### config.mk
export PLATFORM = sky130hd
export DESIGN_NAME = fp_addsub_pipe
export DESIGN_NICKNAME = d
export VERILOG_FILES = /design/src/rtl/fp_addsub_pipe.sv
export SDC_FILE = /design/constraint.sdc
export NUM_CORES = 1
export LEC_CHECK = 0
export CORE_UTILIZATION = 65
export CTS_CLUSTER_SIZE = 16
export DETAILED_ROUTE_END_ITERATION = 16
export PLACE_DENSITY = 0.87
export SYNTH_ARGS = -nofsm -noshare
export SYNTH_HDL_FRONTEND = slang
export SYNTH_SLANG_ARGS = --single-unit
### constraint.sdc
create_clock -name clk -period 10.8 [get_ports clk]
set_clock_uncertainty 0.05 [all_clocks]
set_input_delay 1.62 -clock clk [delete_from_list [all_inputs] [get_ports clk]]
set_output_delay 1.62 -clock clk [all_outputs]
set_load 0.02 [all_outputs]
### src/rtl/fp_addsub_pipe.sv
// Four-stage pipelined floating-point add/subtract with valid/ready handshake.
// Define FP_ROUND_RNE_EN for round-to-nearest-even; otherwise results are truncated.
module fp_addsub_pipe #(
  parameter int EXP_W = 8,
  parameter int MAN_W = 23
) (
  input  logic                       clk,
  input  logic                       rst_n,
  input  logic                       in_valid,
  output logic                       in_ready,
  input  logic [EXP_W+MAN_W:0]       in_a,
  input  logic [EXP_W+MAN_W:0]       in_b,
  input  logic                       in_sub,
  output logic                       out_valid,
  input  logic                       out_ready,
  output logic [EXP_W+MAN_W:0]       out_res,
  output logic [2:0]                 out_flags
);

  localparam int W  = 1 + EXP_W + MAN_W;
  localparam int MX = MAN_W + 4;   // {hidden, frac, G, R, S}
  localparam int SW = MAN_W + 5;   // MX plus carry
  localparam int EW = EXP_W + 2;   // signed exponent arithmetic width

  localparam logic [W-1:0]          QNAN  = {1'b0, {EXP_W{1'b1}}, 1'b1, {(MAN_W-1){1'b0}}};
  localparam logic signed [EW-1:0]  EMAX  = EW'(2**EXP_W - 1);
  localparam logic signed [EW-1:0]  E_ONE = EW'(1);

  logic advance;
  assign advance  = out_ready | ~out_valid;
  assign in_ready = advance;

  // ---------------- S1: unpack, order by magnitude, detect specials
  logic             sa, sb;
  logic [EXP_W-1:0] ea, eb;
  logic [MAN_W-1:0] fa, fb, fa_f, fb_f;
  logic             nan_a, nan_b, inf_a, inf_b;

  assign sa    = in_a[W-1];
  assign sb    = in_b[W-1] ^ in_sub;
  assign ea    = in_a[W-2:MAN_W];
  assign eb    = in_b[W-2:MAN_W];
  assign fa    = in_a[MAN_W-1:0];
  assign fb    = in_b[MAN_W-1:0];
  assign fa_f  = (ea == '0) ? '0 : fa;
  assign fb_f  = (eb == '0) ? '0 : fb;
  assign nan_a = (&ea) & (|fa);
  assign nan_b = (&eb) & (|fb);
  assign inf_a = (&ea) & ~(|fa);
  assign inf_b = (&eb) & ~(|fb);

  logic             l_sign, s_sign;
  logic [EXP_W-1:0] l_exp, s_exp;
  logic [MAN_W:0]   l_man, s_man;

  always_comb begin
    if ({ea, fa_f} >= {eb, fb_f}) begin
      l_sign = sa;  l_exp = ea;  l_man = {|ea, fa_f};
      s_sign = sb;  s_exp = eb;  s_man = {|eb, fb_f};
    end else begin
      l_sign = sb;  l_exp = eb;  l_man = {|eb, fb_f};
      s_sign = sa;  s_exp = ea;  s_man = {|ea, fa_f};
    end
  end

  logic             s1_v, s1_sign_l, s1_sign_s;
  logic [EXP_W-1:0] s1_exp, s1_diff;
  logic [MAN_W:0]   s1_man_l, s1_man_s;
  logic             s1_nan, s1_inval, s1_inf, s1_inf_sign;

  always_ff @(posedge clk or negedge rst_n) begin
    if (!rst_n) begin
      s1_v <= 1'b0; s1_sign_l <= 1'b0; s1_sign_s <= 1'b0;
      s1_exp <= '0; s1_diff <= '0; s1_man_l <= '0; s1_man_s <= '0;
      s1_nan <= 1'b0; s1_inval <= 1'b0; s1_inf <= 1'b0; s1_inf_sign <= 1'b0;
    end else if (advance) begin
      s1_v        <= in_valid;
      s1_sign_l   <= l_sign;
      s1_sign_s   <= s_sign;
      s1_exp      <= l_exp;
      s1_diff     <= l_exp - s_exp;
      s1_man_l    <= l_man;
      s1_man_s    <= s_man;
      s1_nan      <= nan_a | nan_b;
      s1_inval    <= inf_a & inf_b & (sa != sb);
      s1_inf      <= inf_a | inf_b;
      s1_inf_sign <= inf_a ? sa : sb;
    end
  end

  // ---------------- S2: align smaller operand with sticky collection
  logic [MX-1:0] ext_s, al_s;
  logic          stk;

  always_comb begin
    ext_s = {s1_man_s, 3'b000};
    al_s  = '0;
    stk   = 1'b0;
    if (32'(s1_diff) >= MAN_W + 3) begin
      al_s = {{(MX-1){1'b0}}, |s1_man_s};
    end else begin
      al_s = ext_s >> s1_diff;
      for (int unsigned i = 0; i < MX; i++)
        if (i < 32'(s1_diff)) stk = stk | ext_s[i];
      al_s[0] = al_s[0] | stk;
    end
  end

  logic             s2_v, s2_sign, s2_effsub, s2_zsign;
  logic [EXP_W-1:0] s2_exp;
  logic [MX-1:0]    s2_l, s2_s;
  logic             s2_nan, s2_inval, s2_inf, s2_inf_sign;

  always_ff @(posedge clk or negedge rst_n) begin
    if (!rst_n) begin
      s2_v <= 1'b0; s2_sign <= 1'b0; s2_effsub <= 1'b0; s2_zsign <= 1'b0;
      s2_exp <= '0; s2_l <= '0; s2_s <= '0;
      s2_nan <= 1'b0; s2_inval <= 1'b0; s2_inf <= 1'b0; s2_inf_sign <= 1'b0;
    end else if (advance) begin
      s2_v        <= s1_v;
      s2_sign     <= s1_sign_l;
      s2_effsub   <= s1_sign_l ^ s1_sign_s;
      s2_zsign    <= s1_sign_l & s1_sign_s;
      s2_exp      <= s1_exp;
      s2_l        <= {s1_man_l, 3'b000};
      s2_s        <= al_s;
      s2_nan      <= s1_nan;
      s2_inval    <= s1_inval;
      s2_inf      <= s1_inf;
      s2_inf_sign <= s1_inf_sign;
    end
  end

  // ---------------- S3: magnitude add/subtract (larger first, so never negative)
  logic             s3_v, s3_sign, s3_zsign;
  logic [EXP_W-1:0] s3_exp;
  logic [SW-1:0]    s3_sum;
  logic             s3_nan, s3_inval, s3_inf, s3_inf_sign;

  always_ff @(posedge clk or negedge rst_n) begin
    if (!rst_n) begin
      s3_v <= 1'b0; s3_sign <= 1'b0; s3_zsign <= 1'b0; s3_exp <= '0; s3_sum <= '0;
      s3_nan <= 1'b0; s3_inval <= 1'b0; s3_inf <= 1'b0; s3_inf_sign <= 1'b0;
    end else if (advance) begin
      s3_v        <= s2_v;
      s3_sign     <= s2_sign;
      s3_zsign    <= s2_zsign;
      s3_exp      <= s2_exp;
      s3_sum      <= s2_effsub ? ({1'b0, s2_l} - {1'b0, s2_s})
                               : ({1'b0, s2_l} + {1'b0, s2_s});
      s3_nan      <= s2_nan;
      s3_inval    <= s2_inval;
      s3_inf      <= s2_inf;
      s3_inf_sign <= s2_inf_sign;
    end
  end

  // ---------------- S4: normalise, round, pack
  int unsigned             lzc;
  logic [MX-1:0]           norm;
  logic signed [EW-1:0]    e_b, e_n, e_r;
  logic [MAN_W-1:0]        frac;
  logic [W-1:0]            res;
  logic [2:0]              flg;
`ifdef FP_ROUND_RNE_EN
  logic                    inc;
  logic [MAN_W+1:0]        mant_r;
`endif

  always_comb begin
    lzc = MX;
    for (int unsigned i = 0; i < MX; i++)
      if (s3_sum[i]) lzc = MX - 1 - i;
    e_b = $signed({2'b00, s3_exp});
    // carry case keeps the dropped LSB alive in the sticky position
    if (s3_sum[SW-1]) begin
      norm = {s3_sum[SW-1:2], s3_sum[1] | s3_sum[0]};
      e_n  = e_b + E_ONE;
    end else begin
      norm = s3_sum[MX-1:0] << lzc;
      e_n  = e_b - $signed(EW'(lzc));
    end
`ifdef FP_ROUND_RNE_EN
    inc    = norm[2] & (norm[1] | norm[0] | norm[3]);
    mant_r = {1'b0, norm[MX-1:3]} + {{(MAN_W+1){1'b0}}, inc};
    if (mant_r[MAN_W+1]) begin
      e_r  = e_n + E_ONE;
      frac = mant_r[MAN_W:1];
    end else begin
      e_r  = e_n;
      frac = mant_r[MAN_W-1:0];
    end
`else
    e_r  = e_n;
    frac = norm[MX-2:3];
`endif
  end

  always_comb begin
    res = '0;
    flg = '0;
    if (s3_nan || s3_inval) begin
      res    = QNAN;
      flg[2] = s3_inval;
    end else if (s3_inf) begin
      res = {s3_inf_sign, {EXP_W{1'b1}}, {MAN_W{1'b0}}};
    end else if (s3_sum == '0) begin
      res = {s3_zsign, {(W-1){1'b0}}};
    end else if (e_n < E_ONE) begin
      res    = {s3_sign, {(W-1){1'b0}}};
      flg[0] = 1'b1;
    end else if (e_r >= EMAX) begin
      res    = {s3_sign, {EXP_W{1'b1}}, {MAN_W{1'b0}}};
      flg[1] = 1'b1;
    end else begin
      res = {s3_sign, e_r[EXP_W-1:0], frac};
    end
  end

  always_ff @(posedge clk or negedge rst_n) begin
    if (!rst_n) begin
      out_valid <= 1'b0;
      out_res   <= '0;
      out_flags <= '0;
    end else if (advance) begin
      out_valid <= s3_v;
      out_res   <= res;
      out_flags <= flg;
    end
  end

endmodule

==> run_results.csv, run 1 <==
group,metric,value,unit
logic_synthesis,synth_edf_count,0,
sta,fmax,140,MHz
worst_setup_path,crit_buf_inv,2,
sta,setup_slack,3670,ps
run,cap_violations,0,
sta,tns,0,ps
logic_synthesis,synthArstFlopShare,1.00,
sta,finalSetupViolations,0,
clock_network,htreeDepth,1,
drt,wl_per_cell,19.7,µm
drt,top_layer_used,"met5",
drt,antenna_left,0,
worst_setup_path,crit_chain,"clkdlybuf4s50_1 -> nor4_1 -> nand2_1 -> and2_1 -> ha_1 -> nand4_1 -> nor4_1 -> a2111oi_0 -> a31oi_1 -> nor3_4 -> buf_4 -> or3_1 -> and2_1 -> ha_1 -> and2_1 -> o21ai_0 -> a21oi_1 -> mux2i_1 -> nor2_1",
logic_synthesis,synth-seq-cells,217,
floorplan,io_pins,106,
worst_setup_path,crit_top_cell,"and2_1",
global_route,grt_pass1_vias,14600,
placement,dp_hpwl,33.6,mm
worst_setup_path,reg2reg_to,"out_res[12]",
logic_synthesis,ys_warn_count,0,
clock_network,cts_resized,0,
clock_network,cts_setup_buffers,0,
finish,drive_gt1_frac,0.0492,
global_route,grt.overflow.total,0,
min_path,hp-class,"reg -> reg",
worst_setup_path,critPathTopFamily,"simple AND/OR/NAND/NOR gates",
floorplan,die_h,159,µm
min_path,whs_endpoint,"s3_zsign",
floorplan,start_util,0.659,
floorplan,die_x,159,µm
sta,fin_crit_sh,0.660,
logic_synthesis,synth_cells,2045,
min_path,whs_path_depth,2,
drt,initialDrtViolationCount,1539,
clock_network,ctsHoldBuffers,0,
clock_network,cts_root_buffer,"clkbuf_16",
power,ir_worst_vdd,0.229,mV
worst_setup_path,slowest_delay,800,ps
global_route,grt_pass1_wl,76.8,mm
logic_synthesis,synth_nets,2204,
drt,drt-pass1-iter-count,6,
drt,vias_per_cell,6.55,
drt,routed_wl,47.2,mm
finish,multi_input_area,9740,µm²
floorplan,row_count,57,
sta,slew_headroom,0.238,
global_route,grt_usage,0.375,
worst_setup_path,slowest_stage,"buf_4",
finish,final_common_cell,"nand2_1",
logic_synthesis,syn_avg_cell_area,7.81,µm²
sta,tightestPinTransition,1140,ps
drt,wl_met1,20.3,mm
logic_synthesis,netlist_area,16000,µm²
worst_setup_path,r2r_setup_slack,5080,ps
drt,met2_length,21.3,mm
finish,final_cell_mix,"402 x nand2_1, 217 x dfrtp_1, 184 x o21ai_0, 161 x nor2_1, 143 x a21oi_1",
finish,areaGrowthSynthToFinish,12.2,%
worst_setup_path,reg2reg_from,"s3_sum[20]",
clock_network,cts_tree,"yes",
worst_setup_path,arrival,7480,ps
worst_setup_path,crit_path_max_fanout,97,
clock_network,clkSinkCount,217,
drt,drc,0,
logic_synthesis,ys.flop_type,"dfrtp_1",
floorplan,dieArea,25200,µm²
clock_network,clockBufferDepth,3,
drt,route.met3.wl,3.97,mm
finish,diodes,0,
clock_network,cts_buffers,25,
placement,pre_cts_ws,3220,ps
clock_network,clk_pin_slew,60,ps
floorplan,coreArea,24200,µm²
power,p_leak,7.74,nW
sta,hold_viol,0,
logic_synthesis,ys_types,82,
placement,place.gp.congestion,0.975,
global_route,grt_max_degree,216,
global_route,antenna_found_initial,1,
logic_synthesis,ys_seq_area_frac,0.340,
clock_network,clk_latency,530,ps
sta,maxSlewViolCount,0,
worst_setup_path,start_kind,"input pin",
worst_setup_path,critical_path.endpoint_type,"register",
worst_setup_path,rr_worst_depth,14,
drt,via_count,15700,
finish,final_util,0.739,
sta,finalCriticalPeriod,7130,ps
worst_setup_path,required,11150,ps
min_path,min_from,"s3_zsign",
finish,nNetsFinal,2220,
sta,rsz0062_at_grt,"false",
placement,portBuffers,105,
status,status,"finished, final reports clean",
finish,regArea,5430,µm²
power,power_per_cell_area,293,nW/µm²
worst_setup_path,crit_type,"in -> reg",
finish,n_fill_cell,1883,
-- kinds of logic after synthesis --
family / count (synthesis) / synth area share
AOI/OAI and AO/OA: 584 / 0.228
xor gates and xnor gates: 36 / 0.0197
adders and majority gates: 90 / 0.0714
buffers and inverters: 210 / 0.0512
DFF: 217 / 0.340
muxes: 90 / 0.0597
and+or+nand+nor: 818 / 0.230
-- cells in the mapped netlist (all sizes together), types with 7 or more instances --
cell type / instances / area share
nand2b: 17 / 0.0067
nand4: 23 / 0.0090
xnor2: 27 / 0.015
nor2b: 37 / 0.014
mux2: 19 / 0.013
nand2: 402 / 0.094
and2: 31 / 0.012
nor4: 34 / 0.014
xor2: 9 / 0.0049
or2: 9 / 0.0035
o21ai: 191 / 0.060
nor3: 38 / 0.013
inv: 78 / 0.018
o211ai: 12 / 0.0056
o22ai: 25 / 0.0098
nor2: 161 / 0.038
a21oi: 143 / 0.045
a221oi: 10 / 0.0063
clkbuf: 102 / 0.024
o41ai: 7 / 0.0038
buf: 30 / 0.0089
a311oi: 7 / 0.0038
a31oi: 44 / 0.018
a21o: 12 / 0.0056
o21a: 8 / 0.0038
dfrtp: 217 / 0.34
or3: 10 / 0.0039
o221ai: 10 / 0.0055
a22oi: 19 / 0.0089
a32oi: 10 / 0.0055
o31ai: 11 / 0.0052
a211oi: 17 / 0.0083
nand3: 33 / 0.010
mux2i: 69 / 0.043
ha: 88 / 0.069
-- metrics by stage --
| stage | cell area [µm²] | hold WS [ps] | power, mW | cells |
|---|---|---|---|---|
| finish | 17900 | 415 | 5.26 | 2399 |
| global route | 17900 | 434 | 5.59 | 2399 |
| CTS | 17900 | 418 | 5.19 | 2399 |
| detailed placement | 17100 | 405 | 4.25 | 2358 |
| global placement | 17100 | 391 | 4.18 | 2358 |
| floorplan | 16000 | 380 | 3.43 | 2045 |
-- per-layer routing --
layer,vias up,GRT usage
li1,7326,-
met1,7443,0.533
met3,141,0.0460
met2,795,0.590
met5,-,0
met4,2,0.133
-- worst max path at each step --
stage          slack (ps)  depth (start not counted)          to     start
6_report             3670                         19  s1_diff[6]  in_a[28]
5_1_grt              3120                         19  s1_diff[6]  in_a[28]
4_1_cts              3720                         19  s1_diff[6]  in_a[28]
3_5_place_dp         3220                         19  s1_diff[6]  in_a[28]
3_3_place_gp         3290                         19  s1_diff[6]  in_a[28]
2_1_floorplan        5790                         16  s1_diff[7]  in_b[23]
-- report_power, final --
part           switching, mW  internal (mW)
combinational           1.72           1.10
clock                  0.345          0.562
sequential             0.416           1.12
-- layout make-up --
| class | count | share of cell area |
|---|---|---|
| clock buffers | 30 | 0.0376 |
| multi-input cells | 1618 | 0.543 |
| inverters | 78 | 0.0165 |
| repair buffers | 121 | 0.0663 |
| clock inverters | 11 | 0.0107 |
| flip-flops and latches | 217 | 0.303 |
| well taps | 324 | 0.0226 |
-- flip-flops by register name (all words and copies together) (netlist names), 3 cells and up --
signal     cells
out_flags      3
out_res       32
s1_diff        8
s1_exp         8
s1_man_l      24
s1_man_s      24
s2_exp         8
s2_l          24
s2_s          27
s3_exp         8
s3_sum        28
-- worst reg2reg max path, delay by kind of cell (launching register included) --
kind	cells	cell delay, ps
compound gates	5	1050
fa+ha+maj	1	450
buf+inv	1	350
flops	1	490
simple gates	7	3260
No activity file was read; power rests on OpenSTA's default activity.
==> inputs of run 2 (changes only) <==
--- a/config.mk
+++ b/config.mk
@@ -5,10 +5,10 @@
 export SDC_FILE = /design/constraint.sdc
 export NUM_CORES = 1
 export LEC_CHECK = 0
-export CORE_UTILIZATION = 65
+export CORE_UTILIZATION = 55
 export CTS_CLUSTER_SIZE = 16
 export DETAILED_ROUTE_END_ITERATION = 16
-export PLACE_DENSITY = 0.87
+export PLACE_DENSITY = 0.78
 export SYNTH_ARGS = -nofsm -noshare
 export SYNTH_HDL_FRONTEND = slang
 export SYNTH_SLANG_ARGS = --single-unit
==> constraint.sdc (replaced) <==
create_clock -name clk -period 6.5 [get_ports clk]
set_clock_uncertainty 0.05 [all_clocks]
set_input_delay 0.975 -clock clk [delete_from_list [all_inputs] [get_ports clk]]
set_output_delay 0.975 -clock clk [all_outputs]
set_load 0.02 [all_outputs]
==> run_results.csv, run 2 (synthesis gave the netlist of run 1 again) <==
group,metric,value,unit
drt,vias_per_cell,6.24,
power,p_seq_frac,0.280,
sta,tightestPinTransition,983,ps
sta,fin_crit_sh,0.844,
worst_setup_path,start_kind,"input pin",
drt,routed_wl,47.6,mm
drt,initialDrtViolationCount,1410,
power,p_comb_frac,0.545,
worst_setup_path,required,6870,ps
clock_network,clockBufferDepth,3,
sta,fmax,182,MHz
clock_network,cts_setup_buffers,0,
worst_setup_path,crit_type,"in -> reg",
floorplan,dieArea,29700,µm²
global_route,grt_pass1_wl,76.4,mm
drt,drt-pass1-iter-count,6,
worst_setup_path,crit_path_max_fanout,20,
sta,rsz0062_at_grt,"false",
power,intPower,4.70,mW
clock_network,cts_resized,0,
power,power_per_cell_area,485,nW/µm²
placement,portBuffers,105,
sta,finalSetupViolations,0,
power,p_leak,7.84,nW
floorplan,row_count,62,
worst_setup_path,crit_chain,"clkdlybuf4s50_1 -> nor4_1 -> nand2_1 -> buf_4 -> nand2_1 -> ha_1 -> a21oi_1 -> o21ai_1 -> a2111oi_2 -> a211oi_2 -> nor3_4 -> buf_4 -> nor2_1 -> a221oi_2 -> o211ai_1 -> or4_1 -> and3_1",
clock_network,cts_tree,"yes",
drt,via_count,15500,
sta,maxSlewViolCount,0,
global_route,grt_pass1_vias,14400,
clock_network,cts_root_buffer,"clkbuf_16",
placement,dp_hpwl,34.9,mm
finish,nNetsFinal,2236,
min_path,hp-class,"in -> async",
global_route,grt_max_degree,246,
sta,slew_headroom,0.344,
placement,place.gp.congestion,0.956,
power,ir_worst_vdd,0.243,mV
floorplan,die_h,172,µm
global_route,antenna_found_initial,1,
worst_setup_path,critical_path.endpoint_type,"register",
finish,top_regs,"out_res (32), s3_sum (28), s2_s (27)",
global_route,grt_usage,0.324,
floorplan,coreArea,28600,µm²
sta,tns,0,ps
sta,finalCriticalPeriod,5490,ps
power,p_total,8.82,mW
drt,antenna_left,0,
clock_network,ctsHoldBuffers,0,
clock_network,clkSinkCount,217,
power,clockPowerShare,0.175,
worst_setup_path,slowest_stage,"nand2_1",
drt,drc,0,
clock_network,clk_pin_slew,60,ps
clock_network,htreeDepth,1,
floorplan,die_x,172,µm
finish,regMostFlops,"out_res",
finish,final_cell_mix,"402 x nand2_1, 217 x dfrtp_1, 184 x o21ai_0, 161 x nor2_1, 143 x a21oi_1",
clock_network,clk_latency,530,ps
worst_setup_path,arrival,5860,ps
finish,largest_reg_flops,32,
power,p_switching,4.12,mW
finish,areaGrowthSynthToFinish,13.9,%
global_route,grt.overflow.total,0,
sta,hold_viol,0,
power,netSwitchingFraction,0.468,
finish,drive_gt1_frac,0.0573,
drt,wl_per_cell,19.2,µm
status,status,"finished, final reports clean",
finish,final_common_cell,"nand2_1",
clock_network,cts_buffers,26,
floorplan,start_util,0.558,
worst_setup_path,slowest_delay,520,ps
floorplan,io_pins,106,
run,cap_violations,0,
## run 2: cell types whose count changed in the layout (fill, tap and decap cells not counted)
cell / change
clkinv_2: +1
buf_12: +2
clkbuf_16: +2
clkbuf_1: +3
bufinv_16: -1
inv_6: -2
clkbuf_8: +1
buf_4: +13
clkinvlp_4: +1
diode_2: +1
clkinv_4: +1
## run 2: metrics by stage
step	setup WS (ps)	std cells	cell area (µm²)	hold WS, ps	util
floorplan	2130	2045	16000	380	-
global placement	600	2433	17300	391	0.604
detailed placement	504	2433	17300	404	0.604
CTS	1020	2480	18200	415	0.636
global route	670	2480	18200	436	0.636
finish	1010	2481	18200	382	0.636
## run 2: layout make-up
cell class                 instances  area (µm²)
sequential                       217        5430
fill                            2512       10400
clock buffer                      36         749
tap                              384         480
antenna                            1        2.50
timing repair buffer             136        1330
inverter                          78         295
clock inverter                    11         165
multi-input combinational       1618        9740
## run 2: worst paths after layout
check | from | cells past startpoint | end | slack [ps]
setup / recovery | in_b[27] | 17 | s1_diff[7] | 1010
hold / removal | rst_n | 1 | s2_s[13] | 380
setup reg to reg | s3_sum[26] | 16 | out_res[10] | 1680
hold reg to reg | s3_v | 1 | out_valid | 410
max in group asynchronous | rst_n | 2 | s1_man_s[15] | 4740
min in group clk | s3_v | 1 | out_valid | 410
## run 2: layer usage
metal	routed length, µm	GRT usage	share of wire	vias up
li1	-	-	-	7376
met1	21400	0.456	0.45	7358
met2	21500	0.515	0.45	645
met3	3210	0.0412	0.067	105
met4	1450	0.106	0.031	0
met5	0	0	0	-
## run 2: critical path, delay by kind of cell
kind                       cells  cell delay, ps
and+or+nand+nor                7            2120
buffers and inverters          3            1090
AOI/OAI and AO/OA              6            1400
adders and majority gates      1             260
## run 2: power by group through the flow
stage | Combinational (mW) | Clock, mW | Sequential [mW]
3_5_place_dp | 4.70 | 0 | 2.46
3_3_place_gp | 4.63 | 0 | 2.45
4_1_cts | 4.73 | 1.55 | 2.45
6_report | 4.81 | 1.54 | 2.47
2_1_floorplan | 3.37 | 0 | 2.32
5_1_grt | 5.30 | 1.61 | 2.53
==> inputs of run 3 (changes only) <==
==> constraint.sdc (replaced) <==
create_clock -name clk -period 4.83 [get_ports clk]
set_clock_uncertainty 0.05 [all_clocks]
set_input_delay 0.7245 -clock clk [delete_from_list [all_inputs] [get_ports clk]]
set_output_delay 0.7245 -clock clk [all_outputs]
set_load 0.02 [all_outputs]
==> run_results.csv, run 3 (synthesis gave the netlist of run 1 again) <==
group,metric,value,unit
sta,hold_viol,0,
sta,finalSetupViolations,0,
power,ir_worst_vdd,0.324,mV
worst_setup_path,crit_path_max_fanout,15,
sta,tightestPinTransition,1020,ps
worst_setup_path,crit_type,"reg -> reg",
sta,maxSlewViolCount,0,
drt,via_count,15600,
drt,drt-pass1-iter-count,6,
clock_network,cts_tree,"yes",
power,p_seq_frac,0.279,
clock_network,clockBufferDepth,3,
floorplan,io_pins,106,
finish,final_common_cell,"nand2_1",
finish,top_regs,"out_res (32), s3_sum (28), s2_s (27)",
power,power_per_cell_area,631,nW/µm²
finish,final_area,18600,µm²
drt,wl_per_cell,18.7,µm
sta,whs,192,ps
clock_network,ctsHoldBuffers,0,
floorplan,die_h,172,µm
power,clockPowerShare,0.152,
power,p_leak,8.11,nW
global_route,grt_usage,0.327,
worst_setup_path,critical_path.endpoint_type,"register",
power,intPower,6.21,mW
power,p_total,11.7,mW
finish,final_cell_mix,"402 x nand2_1, 217 x dfrtp_1, 184 x o21ai_0, 161 x nor2_1, 143 x a21oi_1",
clock_network,clk_latency,540,ps
global_route,grt.overflow.total,0,
floorplan,start_util,0.558,
drt,drc,0,
power,p_comb_frac,0.568,
finish,diodes,0,
global_route,grt_pass1_wl,76.5,mm
sta,fmax,219,MHz
sta,fin_crit_sh,0.946,
finish,regMostFlops,"out_res",
placement,placed_area,17800,µm²
worst_setup_path,required,5240,ps
clock_network,clk_pin_slew,60,ps
finish,nNetsFinal,2306,
power,p_switching,5.52,mW
min_path,hp-class,"in -> async",
global_route,antenna_found_initial,0,
placement,dp_hpwl,35.7,mm
run,cap_violations,0,
sta,rsz0062_at_grt,"false",
sta,tns,0,ps
worst_setup_path,arrival,4980,ps
placement,place.gp.congestion,1.01,
placement,pre_cts_ws,-71.9,ps
power,netSwitchingFraction,0.470,
sta,setup_slack,258,ps
sta,finalCriticalPeriod,4570,ps
sta,slew_headroom,0.322,
clock_network,clkSinkCount,217,
finish,drive_gt1_frac,0.0856,
global_route,grt_pass1_vias,14500,
clock_network,cts_root_buffer,"clkbuf_16",
floorplan,die_x,172,µm
finish,n_fill_cell,2486,
global_route,grt_max_degree,185,
floorplan,dieArea,29700,µm²
drt,initialDrtViolationCount,1717,
clock_network,htreeDepth,1,
drt,vias_per_cell,6.15,
drt,antenna_left,0,
worst_setup_path,start_kind,"register",
floorplan,coreArea,28600,µm²
finish,areaGrowthSynthToFinish,16.3,%
worst_setup_path,r2r_setup_slack,260,ps
floorplan,row_count,62,
clock_network,cts_buffers,24,
drt,routed_wl,47.6,mm
placement,portBuffers,105,
status,status,"finished, final reports clean",
finish,largest_reg_flops,32,
-- run 3: per-layer routing --
layer  vias up  global-route usage  wire length [µm]
li1       7511                   -                 -
met3        97              0.0352              2990
met1      7426               0.470             21600
met4         0              0.0973              1370
met2       615               0.517             21600
met5         -                   0                 0
-- run 3: what timing repair did --
action	4_1_cts	5_1_grt
buffers inserted	0	0
resized for setup	0	2
setup endpoints to repair	0	19
-- run 3: cell type report --
cell class / count / area, µm² / share of cell area
inverter: 78 / 295 / 0.0159
timing repair buffer: 208 / 1850 / 0.0998
multi-input combinational: 1618 / 9760 / 0.525
sequential: 217 / 5430 / 0.292
clock inverter: 7 / 100 / 0.00539
clock buffer: 33 / 664 / 0.0358
tap: 384 / 480 / 0.0259
-- run 3: worst paths after layout --
kind	from	end	cells after the start
max in group asynchronous	rst_n	out_res[25]	2
hold reg to reg	s1_man_l[20]	s2_l[23]	2
setup reg to reg	s3_sum[17]	out_res[14]	18
min in group clk	s1_man_l[20]	s2_l[23]	2
hold / removal	rst_n	s2_l[13]	1
setup / recovery	s3_sum[17]	out_res[14]	18
-- run 3: critical path, cell delays in order, from the launching register on --
cell and delay [ps]:
dfrtp_1 480, or4_1 520, nor3_2 120, o21ai_1 100, o21ai_2 270, a31oi_4 130
ha_1 220, inv_1 70, fa_1 190, a21o_1 120, a21oi_1 90, o21ai_1 200
nand2_1 90, or2_1 240, and4_1 170, a31o_2 270, nor3_4 580, o21ai_0 330
a22oi_1 220
-- run 3: stage by stage --
| stage | utilization | std cells |
|---|---|---|
| final | 0.649 | 2545 |
| after global routing | 0.649 | 2545 |
| after CTS | 0.649 | 2545 |
| after detailed placement | 0.622 | 2505 |
| after global placement | 0.622 | 2505 |
| after floorplan | - | 2045 |
-- run 3: power by group through the flow --
stage                     registers (mW)  clock network (mW)  logic, mW
after global placement              3.25                   0       6.43
after detailed placement            3.28                   0       6.52
after global routing                3.36                1.89       7.32
after floorplan                     3.13                   0       4.54
after CTS                           3.25                1.82       6.56
final                               3.28                1.79       6.67
